$ cat config.mk
export PLATFORM = sky130hd
export DESIGN_NAME = mux4_arbiter
export DESIGN_NICKNAME = d
export VERILOG_FILES = /design/src/rtl/mux4_arbiter.sv
export SDC_FILE = /design/constraint.sdc
export NUM_CORES = 1
export LEC_CHECK = 0
export ABC_AREA = 1
export CAP_MARGIN = 20
export CELL_PAD_IN_SITES_DETAIL_PLACEMENT = 1
export CELL_PAD_IN_SITES_GLOBAL_PLACEMENT = 2
export CORE_MARGIN = 2
export CORE_UTILIZATION = 30
export CTS_CLUSTER_DIAMETER = 30
export DETAILED_ROUTE_END_ITERATION = 6
export GPL_TIMING_DRIVEN = 0
export PLACE_DENSITY_LB_ADDON = 0.1
export REMOVE_ABC_BUFFERS = 1
export SYNTH_ARGS = -nofsm -noshare
export SYNTH_HDL_FRONTEND = slang
export SYNTH_SLANG_ARGS = --single-unit
$ cat constraint.sdc
create_clock -name clk -period 5.3 [get_ports clk]
set_input_delay 0.53 -clock clk [delete_from_list [all_inputs] [get_ports clk]]
set_output_delay 0.53 -clock clk [all_outputs]
set_load 0.01 [all_outputs]
$ cat src/rtl/mux4_arbiter.sv
// mux4_arbiter: round-robin owner selection for one shared 4x1 multiplexer.
// Drives the mux selects {s1,s0}, a one-hot grant and a busy flag, all registered.
// Optional feature macro: MUX4_ARB_TIMEOUT_EN (forced release after MAX_HOLD
// grant cycles while another requester waits). Without it, hcnt is not built
// and MAX_HOLD has no effect.
//
// Handshake: a requester raises req[i] and must keep it high until gnt[i] is
// seen; it owns the mux for as long as it keeps req[i] high, and gives the mux
// back by dropping req[i]. Every change of owner passes through one cycle with
// gnt == 0, and {s1,s0} only move when a new grant is issued.
module mux4_arbiter #(
   parameter int MAX_HOLD = 8
) (
   input  logic       clk,
   input  logic       rst,
   input  logic [3:0] req,
   output logic [3:0] gnt,
   output logic       s1,
   output logic       s0,
   output logic       busy
);

   typedef enum logic [1:0] {
      ST_IDLE  = 2'd0,
      ST_GRANT = 2'd1,
      ST_GAP   = 2'd2
   } state_e;

   state_e     state_q, state_d;
   logic [1:0] ptr_q, ptr_d;
   logic [1:0] sel_q, sel_d;
   logic [3:0] gnt_q, gnt_d;
   logic       busy_q, busy_d;

`ifdef MUX4_ARB_TIMEOUT_EN
   localparam logic [4:0] HOLD_MAX = 5'(MAX_HOLD);
   logic [4:0] hcnt_q, hcnt_d;
   logic       others_req;
`else
   logic [4:0] unused_max_hold;
   assign unused_max_hold = 5'(MAX_HOLD);
`endif

   logic [1:0] win;
   logic       win_found;
   logic [1:0] idx;

   // Round-robin search: first asserted request in order ptr, ptr+1, ptr+2, ptr+3.
   always_comb begin
      win       = 2'd0;
      win_found = 1'b0;
      idx       = 2'd0;
      for (int k = 0; k < 4; k++) begin
         idx = ptr_q + 2'(k);
         if (!win_found && req[idx]) begin
            win       = idx;
            win_found = 1'b1;
         end
      end
   end

   // Next-state and output register values; a grant is issued only from IDLE or GAP.
   always_comb begin
      state_d = state_q;
      ptr_d   = ptr_q;
      sel_d   = sel_q;
      gnt_d   = gnt_q;
      busy_d  = busy_q;
`ifdef MUX4_ARB_TIMEOUT_EN
      hcnt_d     = hcnt_q;
      others_req = |(req & ~gnt_q);
`endif
      case (state_q)
         ST_IDLE, ST_GAP: begin
            if (win_found) begin
               state_d = ST_GRANT;
               ptr_d   = win + 2'd1;
               sel_d   = win;
               gnt_d   = 4'b0001 << win;
               busy_d  = 1'b1;
`ifdef MUX4_ARB_TIMEOUT_EN
               hcnt_d  = 5'd1;
`endif
            end else begin
               state_d = ST_IDLE;
            end
         end
         ST_GRANT: begin
            if (!req[sel_q]) begin
               state_d = ST_GAP;
               gnt_d   = 4'b0000;
               busy_d  = 1'b0;
            end
`ifdef MUX4_ARB_TIMEOUT_EN
            else if (hcnt_q == HOLD_MAX && others_req) begin
               // Owner has used its slot while someone else waits: force a release.
               state_d = ST_GAP;
               gnt_d   = 4'b0000;
               busy_d  = 1'b0;
            end else if (hcnt_q < HOLD_MAX) begin
               hcnt_d = hcnt_q + 5'd1;
            end
`endif
         end
         default: begin
            state_d = ST_IDLE;
            gnt_d   = 4'b0000;
            busy_d  = 1'b0;
         end
      endcase
   end

   // State registers with synchronous active-high reset.
   always_ff @(posedge clk) begin
      if (rst) begin
         state_q <= ST_IDLE;
         ptr_q   <= 2'd0;
         sel_q   <= 2'd0;
         gnt_q   <= 4'b0000;
         busy_q  <= 1'b0;
`ifdef MUX4_ARB_TIMEOUT_EN
         hcnt_q  <= 5'd0;
`endif
      end else begin
         state_q <= state_d;
         ptr_q   <= ptr_d;
         sel_q   <= sel_d;
         gnt_q   <= gnt_d;
         busy_q  <= busy_d;
`ifdef MUX4_ARB_TIMEOUT_EN
         hcnt_q  <= hcnt_d;
`endif
      end
   end

   assign gnt  = gnt_q;
   assign s1   = sel_q[1];
   assign s0   = sel_q[0];
   assign busy = busy_q;

endmodule

==> reports/metrics.json, run 1 <==
{
  "num-nets-final": {"value": 141},
  "avgRoutedWirePerCell": {"value": 11.1, "unit": "µm"},
  "yosys_register_bits": {"value": 11},
  "flow.area_growth_from_synthesis": {"value": 21.9, "unit": "%"},
  "drive_gt1_share": {"value": 13.1, "unit": "%"},
  "grt_first_pass_wirelength": {"value": 2970, "unit": "µm"},
  "yosys.area.top_type": {"value": "sky130_fd_sc_hd__dfxtp_1"},
  "chipHeight": {"value": 54.9, "unit": "µm"},
  "routed-via-count": {"value": 744},
  "final.min_clock_period": {"value": 2.21, "unit": "ns"},
  "cts_tree": {"value": "yes"},
  "vdd.ir_drop.worst": {"value": 0.000281, "unit": "V"},
  "post_synth_num_cell_types": {"value": 17},
  "cts.htree.levels": {"value": 1},
  "dr.pass1.iters": {"value": 2},
  "cts_post_setup_buffers_inserted": {"value": 0},
  "timing_worst_slew_pin_value": {"value": 0.426, "unit": "ns"},
  "static-leakage-power": {"value": 0.466, "unit": "nW"},
  "worst_clock_skew": {"value": 0.00452, "unit": "ns"},
  "placed_cells_incl_taps": {"value": 156},
  "buffer_ports.inserted": {"value": 12},
  "period_share": {"value": 41.7, "unit": "%"},
  "ioPinCount": {"value": 13},
  "grt_usage": {"value": 14.0, "unit": "%"},
  "worst_path_largest_cell_delay": {"value": 0.51, "unit": "ns"},
  "detail_route.drc_violations": {"value": 0},
  "synthCells": {"value": 116},
  "worst-endpoint-required": {"value": 5.47, "unit": "ns"},
  "critPathArrivalTime": {"value": 2.38, "unit": "ns"},
  "via_count_of_the_first_global_routing_pass": {"value": 682},
  "initial_utilization": {"value": 31.7, "unit": "%"},
  "final_cells": {"value": 160},
  "drv_slew": {"value": 0},
  "synth.top_cells.by_area": {"value": "sky130_fd_sc_hd__dfxtp_1 28%, sky130_fd_sc_hd__nand2_1 17%, sky130_fd_sc_hd__nand3_1 9.0%"},
  "cpLargestDelayFamily": {"value": "buffers and inverters"},
  "path_max_fanout": {"value": 4},
  "min_path_type": {"value": "register to register"},
  "finalInstanceArea": {"value": 947, "unit": "µm²"},
  "grt_setup_unrepaired": {"value": "no"},
  "clockRootBuffer": {"value": "sky130_fd_sc_hd__clkbuf_4"},
  "pre_cts_slack": {"value": 2.78, "unit": "ns"},
  "drt_iter0_markers": {"value": 11},
  "maxClockFrequency": {"value": 453, "unit": "MHz"},
  "run_status": {"value": "finished, final reports clean"},
  "synth-seq-area-share": {"value": 28.3, "unit": "%"},
  "timing.setup.critical_path_class": {"value": "input pin to register"},
  "wirelength": {"value": 1770, "unit": "µm"},
  "path_cells": {"value": "clkdlybuf4s50_1 -> inv_1 -> nand2_1 -> nand3_1 -> nand2_1 -> inv_1 -> nand3_1 -> nand3_1 -> nand2_1 -> inv_1 -> ha_1 -> o21ai_0 -> nor2_1"},
  "floorplan.rows": {"value": 18},
  "post_cts_hold_buffer_count": {"value": 0},
  "cts_resized": {"value": 0},
  "max_cap_viol_count": {"value": 0},
  "largest_net_degree_at_the_start_of_global_routing": {"value": 10},
  "critical_path.startpoint_type": {"value": "input pin"},
  "critical_path.n_buffers_inverters": {"value": 4},
  "post_synth.cell_area_avg": {"value": 6.70, "unit": "µm²"},
  "critical-path-slowest-cell": {"value": "sky130_fd_sc_hd__clkdlybuf4s50_1"},
  "clk_pin_slew_worst_paths": {"value": 0.07, "unit": "ns"},
  "die-width": {"value": 54.9, "unit": "µm"},
  "n_fill_cell": {"value": 315},
  "detail-route-antenna-nets": {"value": 0},
  "finalWorstSetupSlack": {"value": 3.09, "unit": "ns"},
  "number_of_buffers_inserted_during_clock_tree_synthesis": {"value": 3},
  "synth_warnings": {"value": 0},
  "dieArea": {"value": 3010, "unit": "µm²"},
  "final_core_utilization": {"value": 38.6, "unit": "%"},
  "powerDensity": {"value": 629, "unit": "nW/µm²"},
  "clk_latency": {"value": 0.27, "unit": "ns"},
  "synth.top_cell.area_share": {"value": 28.3, "unit": "%"},
  "setup.worst_path.end_class": {"value": "register"},
  "timing.final.setup_violations": {"value": 0},
  "max-slew-margin-rel": {"value": 71.6, "unit": "%"},
  "post_synth_instance_area": {"value": 777, "unit": "µm²"},
  "detailedPlacementHpwl": {"value": 1500, "unit": "µm"},
  "power.total": {"value": 0.596, "unit": "mW"},
  "finalHoldWorstSlack": {"value": 0.466, "unit": "ns"},
  "setup_total_negative_slack": {"value": 0, "unit": "ns"},
  "cts_buffer_depth": {"value": 2},
  "fp.coreArea": {"value": 2450, "unit": "µm²"},
  "grt_antenna_before_repair": {"value": 0},
  "drt-vias-per-instance": {"value": 4.65},
  "grt_remaining_overflow": {"value": 0},
  "place_congestion": {"value": 0.738},
  "dpl-instance-area": {"value": 920, "unit": "µm²"},
  "antenna_cells_inserted": {"value": 0},
  "clock-sinks": {"value": 11},
  "report.final.hold_viol_count": {"value": 0}
}
## state kept, by name, indices dropped and copies added, names as in the netlist
name / flops
gnt: 4
ptr_q: 2
sel_q: 2
state_q: 2
busy: 1
## where the power goes
group          switching [mW]  internal [mW]
Sequential             0.0304          0.115
Combinational           0.244          0.150
Clock                  0.0291         0.0279
## cells by family (layout without fill, tap and decap cells)
kind of cell    Yosys count  count (layout)  synth area share (%)
buf+inv                  18              32                  10.6
flops                    11              11                  28.3
compound gates           14              14                  9.02
fa+ha+maj                 4               4                  6.44
simple gates             69              69                  45.6
## worst reg2reg max path, stage by stage (launching register included)
cell                      delay [ns]
sky130_fd_sc_hd__dfxtp_1        0.58
sky130_fd_sc_hd__inv_6          0.08
sky130_fd_sc_hd__nand2_2        0.08
sky130_fd_sc_hd__nand2_1        0.11
sky130_fd_sc_hd__nand2_2        0.12
sky130_fd_sc_hd__nand2_4        0.07
sky130_fd_sc_hd__nor2_8         0.11
sky130_fd_sc_hd__nand3_4        0.12
sky130_fd_sc_hd__nand2_1        0.14
sky130_fd_sc_hd__inv_1          0.07
sky130_fd_sc_hd__ha_1           0.29
sky130_fd_sc_hd__o21ai_0        0.17
sky130_fd_sc_hd__nor2_1         0.05
## cells in the final DEF (no fill, tap or decap)
| cell type | instances |
|---|---|
| sky130_fd_sc_hd__nand3_1 | 14 |
| sky130_fd_sc_hd__nand2_1 | 36 |
| sky130_fd_sc_hd__nor2_1 | 6 |
| sky130_fd_sc_hd__clkbuf_4 | 3 |
| sky130_fd_sc_hd__ha_1 | 4 |
| sky130_fd_sc_hd__clkinv_2 | 1 |
| sky130_fd_sc_hd__nand4_1 | 2 |
| sky130_fd_sc_hd__inv_6 | 1 |
| sky130_fd_sc_hd__a21oi_1 | 10 |
| sky130_fd_sc_hd__nand3_4 | 1 |
| sky130_fd_sc_hd__nor2_8 | 1 |
| sky130_fd_sc_hd__nand2_4 | 4 |
| sky130_fd_sc_hd__nand2_2 | 5 |
| sky130_fd_sc_hd__inv_1 | 14 |
| sky130_fd_sc_hd__o21ai_0 | 4 |
| sky130_fd_sc_hd__clkdlybuf4s50_1 | 12 |
| sky130_fd_sc_hd__inv_4 | 1 |
| sky130_fd_sc_hd__dfxtp_1 | 11 |
## worst paths after layout
kind | start | endpoint | slack, ns | depth (start not counted)
max | req[3] | ptr_q[1] | 3.09 | 13
min | gnt[0] | gnt[0] | 0.47 | 2
max reg2reg | ptr_q[0] | ptr_q[1] | 3.21 | 12
min reg2reg | gnt[0] | gnt[0] | 0.47 | 2
## layer usage
layer	global-route usage (%)	share of wire (%)	vias up
li1	-	-	396
met1	18.8	48	336
met2	21.4	47	12
met3	6.18	5.0	0
met4	1.22	0	0
met5	0	0	-
## final cells by class
type                       instances  area [µm²]  share of cell area, %
multi-input combinational         87         474                   50.1
sequential                        11         220                   23.2
timing repair buffer              12         120                   12.7
inverter                          16        67.6                   7.13
tap                               30        37.5                   3.96
clock buffer                       3        22.5                   2.38
clock inverter                     1        5.00                  0.528
## synth_stat cells
cell,n
sky130_fd_sc_hd__nand2_2,5
sky130_fd_sc_hd__ha_1,4
sky130_fd_sc_hd__nand2_1,36
sky130_fd_sc_hd__o21ai_0,4
sky130_fd_sc_hd__nor2_1,6
sky130_fd_sc_hd__nand3_4,1
sky130_fd_sc_hd__a21oi_1,10
sky130_fd_sc_hd__inv_1,14
sky130_fd_sc_hd__inv_6,1
sky130_fd_sc_hd__inv_4,1
sky130_fd_sc_hd__buf_1,1
sky130_fd_sc_hd__nor2_8,1
sky130_fd_sc_hd__nand3_1,14
sky130_fd_sc_hd__dfxtp_1,11
sky130_fd_sc_hd__nand4_1,2
sky130_fd_sc_hd__nand2_4,4
sky130_fd_sc_hd__buf_6,1
Power figures use the tool's default switching activity.
==> run 2, diff against run 1 <==
Settings changed: CORE_UTILIZATION 30 to 27.
Clock period 5.3 ns to 2.2 ns, I/O delays scaled along.
==> run 2 against run 1 <==
Routed wire length rose by 7.3%. Cell area rose by 0.53%. Final cell count rose by 0.63%. Clock-buffer cell count did not move. Sequential share of layout area rose by 0.27 points. Via count rose by 1.5%. Critical path depth fell by 1. Global-route usage fell by 0.30 points. Clock skew fell by 0.0038 ns. Clock power rose by 150%. Flip-flop and latch count did not move. Largest power group unchanged. Highest routed layer is now met4.
==> reports/metrics.json, run 2 (synthesis results as in run 1) <==
{
  "wirelength": {"value": 1900, "unit": "µm", "change": "+7.3%"},
  "flow.area_growth_from_synthesis": {"value": 22.5, "unit": "%"},
  "cpLargestDelayFamily": {"value": "simple AND/OR/NAND/NOR gates"},
  "vdd.ir_drop.worst": {"value": 0.000639, "unit": "V", "change": "+130%"},
  "final_cell_mix": {"value": "36 x sky130_fd_sc_hd__nand2_1, 14 x sky130_fd_sc_hd__inv_1, 14 x sky130_fd_sc_hd__nand3_1"},
  "worst_clock_skew": {"value": 0.000742, "unit": "ns", "change": "-0.00377 ns"},
  "die-width": {"value": 57.6, "unit": "µm", "change": "+5.0%"},
  "clockRootBuffer": {"value": "sky130_fd_sc_hd__clkbuf_4"},
  "dr.pass1.iters": {"value": 3, "change": "+1"},
  "timing.reg2reg.worst_path_depth": {"value": 12, "change": "unchanged"},
  "crit_cells": {"value": 12, "change": "-1"},
  "finalWorstSetupSlack": {"value": 0.246, "unit": "ns", "change": "-2.84 ns"},
  "powerDensity": {"value": 1540, "unit": "nW/µm²", "change": "+140%"},
  "cts_tree": {"value": "yes"},
  "clock-sinks": {"value": 11, "change": "unchanged"},
  "worst_hold_path.num_cells": {"value": 2, "change": "unchanged"},
  "drv_slew": {"value": 0, "change": "unchanged"},
  "path_cells": {"value": "inv_1 -> nand2_1 -> nand2_1 -> nand2_2 -> nand2_4 -> nor2_8 -> nand4_1 -> nand2_1 -> inv_1 -> ha_1 -> o21ai_0 -> nor2_1"},
  "cp_common_cell": {"value": "sky130_fd_sc_hd__nand2_1"},
  "floorplan.rows": {"value": 19, "change": "+1"},
  "cts_post_setup_buffers_inserted": {"value": 0, "change": "unchanged"},
  "dpl-instance-area": {"value": 921, "unit": "µm²", "change": "+0.14%"},
  "initial_utilization": {"value": 28.4, "unit": "%", "change": "-3.2 points"},
  "timing.setup.critical_path_class": {"value": "register to register"},
  "static-leakage-power": {"value": 0.467, "unit": "nW", "change": "+0.12%"},
  "critical_path.n_buffers_inverters": {"value": 2, "change": "-2"},
  "critPathArrivalTime": {"value": 2.13, "unit": "ns", "change": "-0.25 ns"},
  "max_cap_viol_count": {"value": 0, "change": "unchanged"},
  "cts_buffer_depth": {"value": 2, "change": "unchanged"},
  "period_share": {"value": 88.8, "unit": "%"},
  "final.min_clock_period": {"value": 1.95, "unit": "ns"},
  "grt_antenna_before_repair": {"value": 0, "change": "unchanged"},
  "ioPinCount": {"value": 13, "change": "unchanged"},
  "worst_path_largest_cell_delay": {"value": 0.42, "unit": "ns", "change": "-0.09 ns"},
  "num-nets-final": {"value": 141, "change": "unchanged"},
  "drt_iter0_markers": {"value": 16, "change": "+5"},
  "report.final.hold_viol_count": {"value": 0, "change": "unchanged"},
  "timing_worst_slew_pin_value": {"value": 0.331, "unit": "ns", "change": "-0.0946 ns"},
  "timing.final.setup_violations": {"value": 0, "change": "unchanged"},
  "max-slew-margin-rel": {"value": 77.9, "unit": "%", "change": "+6.3 points"},
  "grt_setup_unrepaired": {"value": "no"},
  "maxClockFrequency": {"value": 512, "unit": "MHz"},
  "finalHoldWorstSlack": {"value": 0.466, "unit": "ns", "change": "+0.000302 ns"},
  "dieArea": {"value": 3320, "unit": "µm²", "change": "+10%"},
  "clk_latency": {"value": 0.27, "unit": "ns", "change": "about the same"},
  "grt_first_pass_wirelength": {"value": 3550, "unit": "µm", "change": "+20%"},
  "critical_path.startpoint_type": {"value": "register"},
  "critical-path-slowest-cell": {"value": "sky130_fd_sc_hd__dfxtp_1"},
  "chipHeight": {"value": 57.6, "unit": "µm", "change": "+5.0%"},
  "cts.htree.levels": {"value": 1, "change": "unchanged"},
  "detailedPlacementHpwl": {"value": 1600, "unit": "µm", "change": "+6.6%"},
  "run_status": {"value": "finished, final reports clean"},
  "min_path_type": {"value": "register to register"},
  "pre_cts_slack": {"value": -0.0480, "unit": "ns", "change": "-2.83 ns"},
  "path_max_fanout": {"value": 6, "change": "+2"},
  "routed-via-count": {"value": 755, "change": "+1.5%"},
  "setup_total_negative_slack": {"value": 0, "unit": "ns", "change": "unchanged"},
  "fp.coreArea": {"value": 2730, "unit": "µm²", "change": "+11%"},
  "place_congestion": {"value": 0.716, "change": "-3.0%"},
  "largest_register_ffs": {"value": 4, "change": "unchanged"},
  "avgRoutedWirePerCell": {"value": 11.8, "unit": "µm", "change": "+6.7%"},
  "detail-route-antenna-nets": {"value": 0, "change": "unchanged"},
  "number_of_buffers_inserted_during_clock_tree_synthesis": {"value": 3, "change": "unchanged"},
  "finalInstanceArea": {"value": 952, "unit": "µm²", "change": "+0.53%"},
  "worst-endpoint-required": {"value": 2.37, "unit": "ns", "change": "-3.10 ns"},
  "grt_usage": {"value": 13.7, "unit": "%", "change": "-0.30 points"},
  "drt-vias-per-instance": {"value": 4.69, "change": "+0.85%"},
  "clk_pin_slew_worst_paths": {"value": 0.07, "unit": "ns", "change": "about the same"},
  "layout.cells.most_common": {"value": "sky130_fd_sc_hd__nand2_1"},
  "grt_remaining_overflow": {"value": 0, "change": "unchanged"},
  "drive_gt1_share": {"value": 13.8, "unit": "%", "change": "+0.77 points"},
  "antenna_cells_inserted": {"value": 0, "change": "unchanged"},
  "via_count_of_the_first_global_routing_pass": {"value": 856, "change": "+26%"},
  "setup.worst_path.end_class": {"value": "register"},
  "largest_net_degree_at_the_start_of_global_routing": {"value": 10, "change": "unchanged"},
  "buffer_ports.inserted": {"value": 12, "change": "unchanged"},
  "detail_route.drc_violations": {"value": 0, "change": "unchanged"}
}
run 2: path summary, 6_finish.rpt:
| path | startpoint | to | slack [ns] |
|---|---|---|---|
| setup reg to reg | ptr_q[1] | ptr_q[1] | 0.25 |
| setup / recovery | ptr_q[1] | ptr_q[1] | 0.25 |
| hold / removal | gnt[0] | gnt[0] | 0.47 |
| hold reg to reg | gnt[0] | gnt[0] | 0.47 |
run 2: layout make-up:
type	instances	area (µm²)
Fill cell	360	1780
Clock buffer	3	22.5
Sequential cell	11	224
Clock inverter	1	5.00
Multi-Input combinational cell	87	474
Timing Repair Buffer	12	120
Tap cell	31	38.8
Inverter	16	67.6
run 2: power by group:
part           switching, mW  internal (mW)
registers             0.0716          0.281
clock network         0.0739         0.0674
logic                  0.607          0.365
run 2: metal layers:
layer	up-vias	track usage, %	part of all wire [%]
met4	0	8.64	2.0
met5	-	0	0
met3	5	0.670	1.7
li1	397	-	-
met2	8	24.8	53
met1	345	15.5	43
run 2: repair_timing:
action,in CTS,in global routing
setup endpoints to repair,0,4
resized for setup,0,2
hold buffers,0,0
run 2: worst register-to-register path, stage by stage, from the launching register on:
cell                      delay (ns)
sky130_fd_sc_hd__dfxtp_1        0.42
sky130_fd_sc_hd__inv_1          0.12
sky130_fd_sc_hd__nand2_1        0.08
sky130_fd_sc_hd__nand2_1        0.09
sky130_fd_sc_hd__nand2_2        0.10
sky130_fd_sc_hd__nand2_4        0.07
sky130_fd_sc_hd__nor2_8         0.12
sky130_fd_sc_hd__nand4_1        0.09
sky130_fd_sc_hd__nand2_1        0.17
sky130_fd_sc_hd__inv_1          0.10
sky130_fd_sc_hd__ha_1           0.29
sky130_fd_sc_hd__o21ai_0        0.16
sky130_fd_sc_hd__nor2_1         0.05
run 2: metrics by stage:
| stage | util, % | power, mW | cells |
|---|---|---|---|
| after CTS | 34.7 | 1.50 | 161 |
| after global placement | 33.7 | 1.31 | 157 |
| after detailed placement | 33.7 | 1.34 | 157 |
| final | 34.8 | 1.47 | 161 |
| after floorplan | - | 1.05 | 114 |
| after global routing | 34.8 | 1.66 | 161 |
==> run 3, diff against run 2 <==
Settings changed: PLACE_DENSITY from default to 0.73, PLACE_DENSITY_LB_ADDON 0.1 to default.
==> run 3 against run 2 <==
Sequential power barely moved. Non-clock buffer count did not move. Clock skew rose by 0.0077 ns. Hold slack got worse by 0.0049 ns. Total power fell by 1.2%. Critical path type unchanged. Utilization fell by 0.092 points. Sequential share of layout area fell by 0.20 points. Cell area fell by 0.26%. Clock power rose by 3%. Critical path depth did not move. Fmax rose by 0.48%.
==> reports/metrics.json, run 3 (synthesis results as in run 1) <==
{
  "cts_tree": {"value": "yes"},
  "p_switching": {"value": 0.743, "unit": "mW", "change": "-1.3%"},
  "timing.setup.critical_path_class": {"value": "register to register"},
  "worst_clock_skew": {"value": 0.00843, "unit": "ns", "change": "+0.00769 ns"},
  "cts_resized": {"value": 0, "change": "unchanged"},
  "flow.area_growth_from_synthesis": {"value": 22.2, "unit": "%"},
  "layout.cells.most_common": {"value": "sky130_fd_sc_hd__nand2_1"},
  "dieArea": {"value": 3320, "unit": "µm²", "change": "unchanged"},
  "drive_gt1_share": {"value": 13.8, "unit": "%", "change": "unchanged"},
  "setup.worst_path.end_class": {"value": "register"},
  "detail-route-antenna-nets": {"value": 0, "change": "unchanged"},
  "post_cts_hold_buffer_count": {"value": 0, "change": "unchanged"},
  "timing.reg2reg.setup_slack": {"value": 0.26, "unit": "ns", "change": "about the same"},
  "grt_setup_unrepaired": {"value": "no"},
  "detail_route.drc_violations": {"value": 0, "change": "unchanged"},
  "final_core_utilization": {"value": 34.7, "unit": "%", "change": "-0.092 points"},
  "die-width": {"value": 57.6, "unit": "µm", "change": "unchanged"},
  "finalHoldWorstSlack": {"value": 0.462, "unit": "ns", "change": "-0.00491 ns"},
  "ioPinCount": {"value": 13, "change": "unchanged"},
  "path_cells": {"value": "inv_6 -> nand2_1 -> nand2_1 -> nand2_4 -> nand2_4 -> nor2_8 -> nand4_1 -> nand2_1 -> inv_1 -> ha_1 -> o21ai_0 -> nor2_1"},
  "critical_path.n_buffers_inverters": {"value": 2, "change": "unchanged"},
  "vdd.ir_drop.worst": {"value": 0.000641, "unit": "V", "change": "+0.33%"},
  "cts_post_setup_buffers_inserted": {"value": 0, "change": "unchanged"},
  "clockRootBuffer": {"value": "sky130_fd_sc_hd__clkbuf_4"},
  "timing_worst_slew_pin_value": {"value": 0.329, "unit": "ns", "change": "-0.00196 ns"},
  "chipHeight": {"value": 57.6, "unit": "µm", "change": "unchanged"},
  "powerDensity": {"value": 1530, "unit": "nW/µm²", "change": "-0.93%"},
  "fp.coreArea": {"value": 2730, "unit": "µm²", "change": "unchanged"},
  "drt-vias-per-instance": {"value": 4.71, "change": "+0.40%"},
  "antenna_cells_inserted": {"value": 0, "change": "unchanged"},
  "setup_total_negative_slack": {"value": 0, "unit": "ns", "change": "unchanged"},
  "floorplan.rows": {"value": 19, "change": "unchanged"},
  "final_cell_mix": {"value": "36 x sky130_fd_sc_hd__nand2_1, 14 x sky130_fd_sc_hd__inv_1, 14 x sky130_fd_sc_hd__nand3_1"},
  "internal_power_consumption": {"value": 0.707, "unit": "mW", "change": "-1.0%"},
  "largest_register_ffs": {"value": 4, "change": "unchanged"},
  "sw_frac_of_total": {"value": 51.3, "unit": "%", "change": "-0.080 points"},
  "dr.pass1.iters": {"value": 4, "change": "+1"},
  "grt_first_pass_wirelength": {"value": 3240, "unit": "µm", "change": "-8.7%"},
  "report.final.hold_viol_count": {"value": 0, "change": "unchanged"},
  "grt_remaining_overflow": {"value": 0, "change": "unchanged"},
  "drv_slew": {"value": 0, "change": "unchanged"},
  "largest_net_degree_at_the_start_of_global_routing": {"value": 10, "change": "unchanged"},
  "cpLargestDelayFamily": {"value": "simple AND/OR/NAND/NOR gates"},
  "clock-sinks": {"value": 11, "change": "unchanged"},
  "drt_iter0_markers": {"value": 16, "change": "unchanged"},
  "max-slew-margin-rel": {"value": 78.0, "unit": "%", "change": "+0.13 points"},
  "max_cap_viol_count": {"value": 0, "change": "unchanged"},
  "seq_power_share": {"value": 24.2, "unit": "%", "change": "about the same"},
  "grt_usage": {"value": 12.7, "unit": "%", "change": "-0.99 points"},
  "clk_latency": {"value": 0.28, "unit": "ns", "change": "about the same"},
  "min_path_type": {"value": "register to register"},
  "wirelength": {"value": 1840, "unit": "µm", "change": "-3.2%"},
  "final.min_clock_period": {"value": 1.94, "unit": "ns", "change": "-0.00941 ns"},
  "avgRoutedWirePerCell": {"value": 11.5, "unit": "µm", "change": "-3.2%"},
  "number_of_buffers_inserted_during_clock_tree_synthesis": {"value": 3, "change": "unchanged"},
  "buffer_ports.inserted": {"value": 12, "change": "unchanged"},
  "cp_common_cell": {"value": "sky130_fd_sc_hd__nand2_1"},
  "clk_pin_slew_worst_paths": {"value": 0.08, "unit": "ns", "change": "about the same"},
  "power.share.clock": {"value": 10.0, "unit": "%", "change": "+0.4 points"},
  "static-leakage-power": {"value": 0.466, "unit": "nW", "change": "about the same"},
  "maxClockFrequency": {"value": 514, "unit": "MHz", "change": "+0.48%"},
  "worst-endpoint-required": {"value": 2.38, "unit": "ns", "change": "about the same"},
  "num-nets-final": {"value": 141, "change": "unchanged"},
  "place_congestion": {"value": 0.751, "change": "+4.9%"},
  "path_max_fanout": {"value": 9, "change": "+3"},
  "critical_path.startpoint_type": {"value": "register"},
  "timing.final.setup_violations": {"value": 0, "change": "unchanged"},
  "via_count_of_the_first_global_routing_pass": {"value": 715, "change": "-16%"},
  "power.combinational.fraction": {"value": 65.9, "unit": "%", "change": "-0.4 points"},
  "cts_buffer_depth": {"value": 2, "change": "unchanged"},
  "initial_utilization": {"value": 28.4, "unit": "%", "change": "unchanged"},
  "run_status": {"value": "finished, final reports clean"},
  "detailedPlacementHpwl": {"value": 1500, "unit": "µm", "change": "-5.8%"},
  "critical-path-slowest-cell": {"value": "sky130_fd_sc_hd__dfxtp_2"},
  "grt_antenna_before_repair": {"value": 0, "change": "unchanged"},
  "worst_path_largest_cell_delay": {"value": 0.46, "unit": "ns", "change": "+0.04 ns"},
  "critPathArrivalTime": {"value": 2.13, "unit": "ns", "change": "about the same"},
  "period_share": {"value": 88.4, "unit": "%", "change": "-0.43 points"},
  "routed-via-count": {"value": 758, "change": "+0.40%"},
  "cts.htree.levels": {"value": 1, "change": "unchanged"}
}
-- run 3: cell counts in the layout (fill, tap and decap cells not counted) --
Identical to the previous run, type by type.
-- run 3: power groups by stage --
stage / clock, mW / combinational [mW] / sequential, mW
6_report: 0.145 / 0.955 / 0.350
5_1_grt: 0.159 / 1.09 / 0.364
4_1_cts: 0.150 / 0.975 / 0.349
3_5_place_dp: 0 / 0.962 / 0.354
3_3_place_gp: 0 / 0.953 / 0.351
2_1_floorplan: 0 / 0.683 / 0.364
-- run 3: path summary, 6_finish.rpt --
kind | end | start | depth (start not counted)
setup / recovery | ptr_q[1] | ptr_q[0] | 12
hold / removal | gnt[0] | gnt[0] | 2
setup reg to reg | ptr_q[1] | ptr_q[0] | 12
hold reg to reg | gnt[0] | gnt[0] | 2
-- run 3: final cells by class --
type                            count  area, µm²
Clock buffer                        3       22.5
Clock inverter                      1       5.00
Fill cell                         356       1780
Inverter                           16       67.6
Multi-Input combinational cell     87        474
Sequential cell                    11        221
Tap cell                           31       38.8
Timing Repair Buffer               12        120
-- run 3: worst min-delay path: cells and delay by family, from the launching register on --
family | cells | cell delay [ns]
flops | 1 | 0.31
simple gates | 1 | 0.06
compound gates | 1 | 0.05
-- run 3: through the flow --
step	std cells	total power, mW	area, µm²	setup WS [ns]
floorplan	114	1.05	762	0.361
global placement	157	1.30	921	0.000296
detailed placement	157	1.32	921	-0.0144
CTS	161	1.47	948	0.0884
global route	161	1.61	950	0.0138
finish	161	1.45	950	0.256
-- run 3: metal layers --
layer  share of wire, %  track usage, %  vias up
li1                   -               -      398
met1                 50            16.8      342
met2                 44            19.6       13
met3                4.6            4.02        5
met4                1.4            3.99        0
met5                  0               0        -
==> variant 1: new RTL, settings of run 1 <==
Add a define of `MUX4_ARB_TIMEOUT_EN`.
--- a/src/rtl/mux4_arbiter.sv
+++ b/src/rtl/mux4_arbiter.sv
@@ -8,6 +8,8 @@
 // seen; it owns the mux for as long as it keeps req[i] high, and gives the mux
 // back by dropping req[i]. Every change of owner passes through one cycle with
 // gnt == 0, and {s1,s0} only move when a new grant is issued.
+`define MUX4_ARB_TIMEOUT_EN
+
 module mux4_arbiter #(
    parameter int MAX_HOLD = 8
 ) (
Check against the original RTL: not equivalent (a bounded check fails within 10 cycles, from zero or initial values and one cycle with rst high).
==> variant 1 against run 1 <==
Sequential cell count is 5 higher; first-iteration DRC count grew to 3.4 times the old value; core utilization is 1.2 points lower; wire length is 72% higher; total power is 29% higher; cell area is 45% higher; global-route usage is 2.8 points higher; clock power is 89% higher; hold slack worse by 0.0010 ns; worst setup slack worse by 0.15 ns; final cell count is 54% higher; area after synthesis is 48% higher; die area is 44% higher; register-to-register slack worse by 0.19 ns; critical endpoint unchanged.
==> variant 1: results (changes against run 1) <==
[placed_design]
hpwlAfterDp_um = 2550  ; +71%
post_dp_cell_area_um2 = 1320  ; +43%
routabilityCongestion = 0.737  ; -0.11%
io_buffers = 12  ; unchanged

[yosys]
synth.distinct_cells = 24  ; +7
yosys_warnings = 0  ; unchanged
synth_compound_area_frac = 0.0655  ; -0.0247
synthMuxAreaShare = 0  ; unchanged
synthArstFlopShare = 0  ; unchanged
syn_inst = 185  ; +59%
synth_xor_area_frac = 0.00764  ; +0.00764
synthAdderAreaFrac = 0.0655  ; +0.00109
yosys-top-cells-area = dfxtp_1 (28%), nand2_1 (21%), nand3_1 (8.3%)
synthTopCellsByCount = nand2_1 (65), inv_1 (23), nand3_1 (19)
seq_area_frac_synth = 0.279  ; -0.00394
synthFlopType = dfxtp_1

[global_route]
grt_pass1_wl_um = 5530  ; +86%
grt_max_degree = 12  ; +2
grt_use_total = 0.168  ; +0.0280
grt_antenna_before_repair = 0  ; unchanged
grt_pass1_vias = 1253  ; +84%

[min_path]
hold_class = reg -> reg

[drt]
avgViaCountPerCell = 4.70  ; +1.1%
wirelength_um = 3050  ; +72%
first_pass_iters = 4  ; +2
drt_iter0_drc = 37  ; +26

[clocking]
insertion_delay_ns = 0.25  ; -0.02 ns
ctsResizeCount = 0  ; unchanged
cts_buffers = 3  ; unchanged
clkSlewWorstSetupHoldPaths_ns = 0.07  ; about the same
cts_setup_buffers = 0  ; unchanged
cts_buffer_depth = 2  ; unchanged
htree_levels = 1  ; unchanged
clock-root-buffer = clkbuf_8

[run_status]
run_status = completed

[layout]
top_register = hcnt_q
finalNetCount = 212  ; +50%
layout-drive-gt1-share = 0.116  ; -0.0152
largest_register_ffs = 5  ; +1
num_antenna_cells = 0  ; unchanged
n_fill_cell = 501  ; +59%

[critical_path]
path_max_fanout = 6  ; +2
arrival_ns = 2.50  ; +0.12 ns

[timing]
final_hold_viol_count = 0  ; unchanged
finClkSkew_ns = 0.00468  ; +0.000167 ns
worstMarginPinSlew_ns = 0.453  ; +0.0272 ns
finalMaxSlewViolations = 0  ; unchanged

[power]
peakVddDrop_v = 0.000158  ; -44%
power_leakage_nw = 0.655  ; +41%

[variant 1: area by class of cell]
cell class | count | area [um^2] | area share
clock buffer | 4 | 55.1 | 0.0402
multi-input combinational | 137 | 699 | 0.511
sequential | 16 | 320 | 0.234
inverter | 30 | 115 | 0.0840
timing repair buffer | 12 | 120 | 0.0877
tap | 48 | 60.1 | 0.0438
[variant 1: worst paths after layout]
path / start / endpoint / slack, ns / depth (start not counted)
setup reg to reg: ptr_q[0] / ptr_q[1] / 3.02 / 12
hold reg to reg: busy / busy / 0.47 / 2
setup / recovery: req[1] / ptr_q[1] / 2.94 / 12
hold / removal: busy / busy / 0.47 / 2
[variant 1: power by group]
part / leakage [nW] / internal, mW / total (mW) / switching, mW
logic: 0.495 / 0.167 / 0.470 / 0.303
clock network: 0.0288 / 0.0659 / 0.108 / 0.0422
registers: 0.132 / 0.155 / 0.191 / 0.0357
total: 0.655 / 0.388 / 0.769 / 0.381
[variant 1: stage by stage]
step | util | std cells | worst slack, ns
after global placement | 0.359 | 243 | 2.69
after detailed placement | 0.359 | 243 | 2.63
after global routing | 0.374 | 247 | 2.73
after CTS | 0.374 | 247 | 2.89
after floorplan | - | 183 | 3.40
final | 0.374 | 247 | 2.94
[variant 1: routing by layer]
layer	wire [um]	part of all wire	GRT usage
met1	1340	0.44	0.191
met2	1610	0.53	0.319
met3	80	0.026	0.0187
met4	17	0.0056	0.0547
met5	0	0	0
[variant 1: kinds of logic after synthesis]
family | Yosys count
xor gates and xnor gates | 1
adders and majority gates | 6
and+or+nand+nor | 115
AOI/OAI and AO/OA | 15
DFF | 16
buffers and inverters | 32
[variant 1: critical path, stage by stage]
cell	delay [ns]
clkdlybuf4s50_1	0.48
inv_1	0.10
nand2_1	0.07
nand3_1	0.15
nand2_2	0.09
nor2_4	0.18
nand3_4	0.15
nand2_1	0.16
inv_1	0.08
ha_1	0.30
o21ai_1	0.15
nor2_1	0.05
==> variant 2: new RTL, flow settings as in run 1 <==
Without the edit above. The 3 states of `state_e` get a one-hot encoding in 3 bits.
--- a/src/rtl/mux4_arbiter.sv
+++ b/src/rtl/mux4_arbiter.sv
@@ -20,10 +20,10 @@
    output logic       busy
 );
 
-   typedef enum logic [1:0] {
-      ST_IDLE  = 2'd0,
-      ST_GRANT = 2'd1,
-      ST_GAP   = 2'd2
+   typedef enum logic [2:0] {
+      ST_IDLE  = 3'b001,
+      ST_GRANT = 3'b010,
+      ST_GAP   = 3'b100
    } state_e;
 
    state_e     state_q, state_d;
Formal check against the unedited RTL: same outputs for any inputs over 10 cycles, from zero or initial values and one cycle with rst high; not proved beyond that.
==> variant 2 against run 1 <==
Sequential cell count increased by 1; final cell count increased by 5.0%; via count increased by 7.5%; global-route usage decreased by 0.12 points; cell area increased by 8.1%; worst setup slack got worse by 0.16 ns; hold slack improved by 0.0012 ns; synthesized cell count increased by 6.0%; area after synthesis increased by 8.5%; total power increased by 11%; wire length increased by 14%; register-to-register slack got worse by 0.16 ns; critical path type unchanged; largest cell class unchanged.
==> variant 2: results (changes against run 1) <==
[clocking]
ctsResizeCount = 0  ; unchanged
cts_buffers = 3  ; unchanged
cts_buffer_depth = 2  ; unchanged
clock-root-buffer = clkbuf_4
clkSlewWorstSetupHoldPaths_ns = 0.08
insertion_delay_ns = 0.27  ; about the same

[placed_design]
hpwlAfterDp_um = 1700  ; +13%
routabilityCongestion = 0.695  ; -5.9%
post_dp_cell_area_um2 = 987  ; +7.3%
io_buffers = 12  ; unchanged
dp.cells = 164  ; +5.1%
dp_slack_ns = 2.63  ; -0.144 ns

[critical_path]
critPathLaunch = req[0]
arrival_ns = 2.54  ; +0.16 ns
rrSetupSlack_ns = 3.05  ; -0.16 ns
criticalPathCategory = in -> reg
cp_top_family = simple AND/OR/NAND/NOR gates
r2r-start = ptr_q[0]
reg2regPathDepth = 14  ; +2
crit_slowest_cell = clkdlybuf4s50_1
path_max_fanout = 3  ; -1
critPathMaxStageDelay_ns = 0.51  ; about the same

[power]
power_leakage_nw = 0.496  ; +6.5%
peakVddDrop_v = 0.000260  ; -7.6%

[global_route]
grt_use_met3 = 0.0249  ; -0.0369
grt_use_total = 0.138  ; -0.00122
grt_max_degree = 10  ; unchanged
grt_pass1_vias = 819  ; +20%
grt_antenna_before_repair = 0  ; unchanged
met2_usage = 0.245  ; +0.0304
grt_use_met1 = 0.163  ; -0.0244
grt_pass1_wl_um = 3510  ; +18%

[timing]
period_needed_ns = 2.37  ; +0.162 ns
worstMarginPinSlew_ns = 0.498  ; +0.0718 ns
holdWs_ns = 0.467  ; +0.00122 ns
finClkSkew_ns = 0.00644  ; +0.00193 ns

[layout]
largest_register_ffs = 4  ; unchanged
layout-drive-gt1-share = 0.168  ; +0.0371
final_cells = 168  ; +5.0%
finalNetCount = 148  ; +5.0%

[min_path]
hold_path_startpoint = busy
hold_depth = 2  ; unchanged
hold_path_end = busy

[yosys]
synthFlopType = dfxtp_1
yosys-top-cells-area = dfxtp_1 (28%), nand2_1 (16%), nand2_4 (6.7%)
seq_area_frac_synth = 0.285  ; +0.00145
synthArstFlopShare = 0  ; unchanged
synth.distinct_cells = 22  ; +5
yosys_warnings = 0  ; unchanged
synthTopCellsByCount = nand2_1 (36), inv_1 (13), dfxtp_1 (12)
syn-mean-instance-area_um2 = 6.86  ; +2.4%

[drt]
avgViaCountPerCell = 4.76  ; +2.4%
drt_iter0_drc = 10  ; -1
wl_per_cell_um = 12.1  ; +9.0%
first_pass_iters = 4  ; +2
detail-route-antenna-nets = 0  ; unchanged

[run_status]
run_status = completed

[variant 2: power breakdown]
group	internal [mW]	leakage, nW	switching, mW
sequential	0.126	0.0988	0.0331
combinational	0.159	0.377	0.271
clock	0.0417	0.0210	0.0301
total	0.327	0.496	0.334
[variant 2: cell families after synthesis]
family                   after synthesis  synth area share
AND/OR/NAND/NOR                       73             0.463
buffers and inverters                 18            0.0979
flip-flops                            12             0.285
adder cells (fa/ha/maj)                4            0.0593
AO/OA/AOI/OAI                         16            0.0949
[variant 2: layer usage]
| layer | wire length [um] | vias to the layer above |
|---|---|---|
| li1 | - | 415 |
| met1 | 916 | 375 |
| met2 | 1050 | 8 |
| met3 | 46 | 2 |
| met4 | 19 | 0 |
| met5 | 0 | - |
[variant 2: area by class of cell]
class                   count  area (um^2)
multi-input cells          93          520
fillers                   373         1690
repair buffers             12          120
clock buffers               4         36.3
inverters                  16         67.6
flip-flops and latches     12          240
well taps                  31         38.8
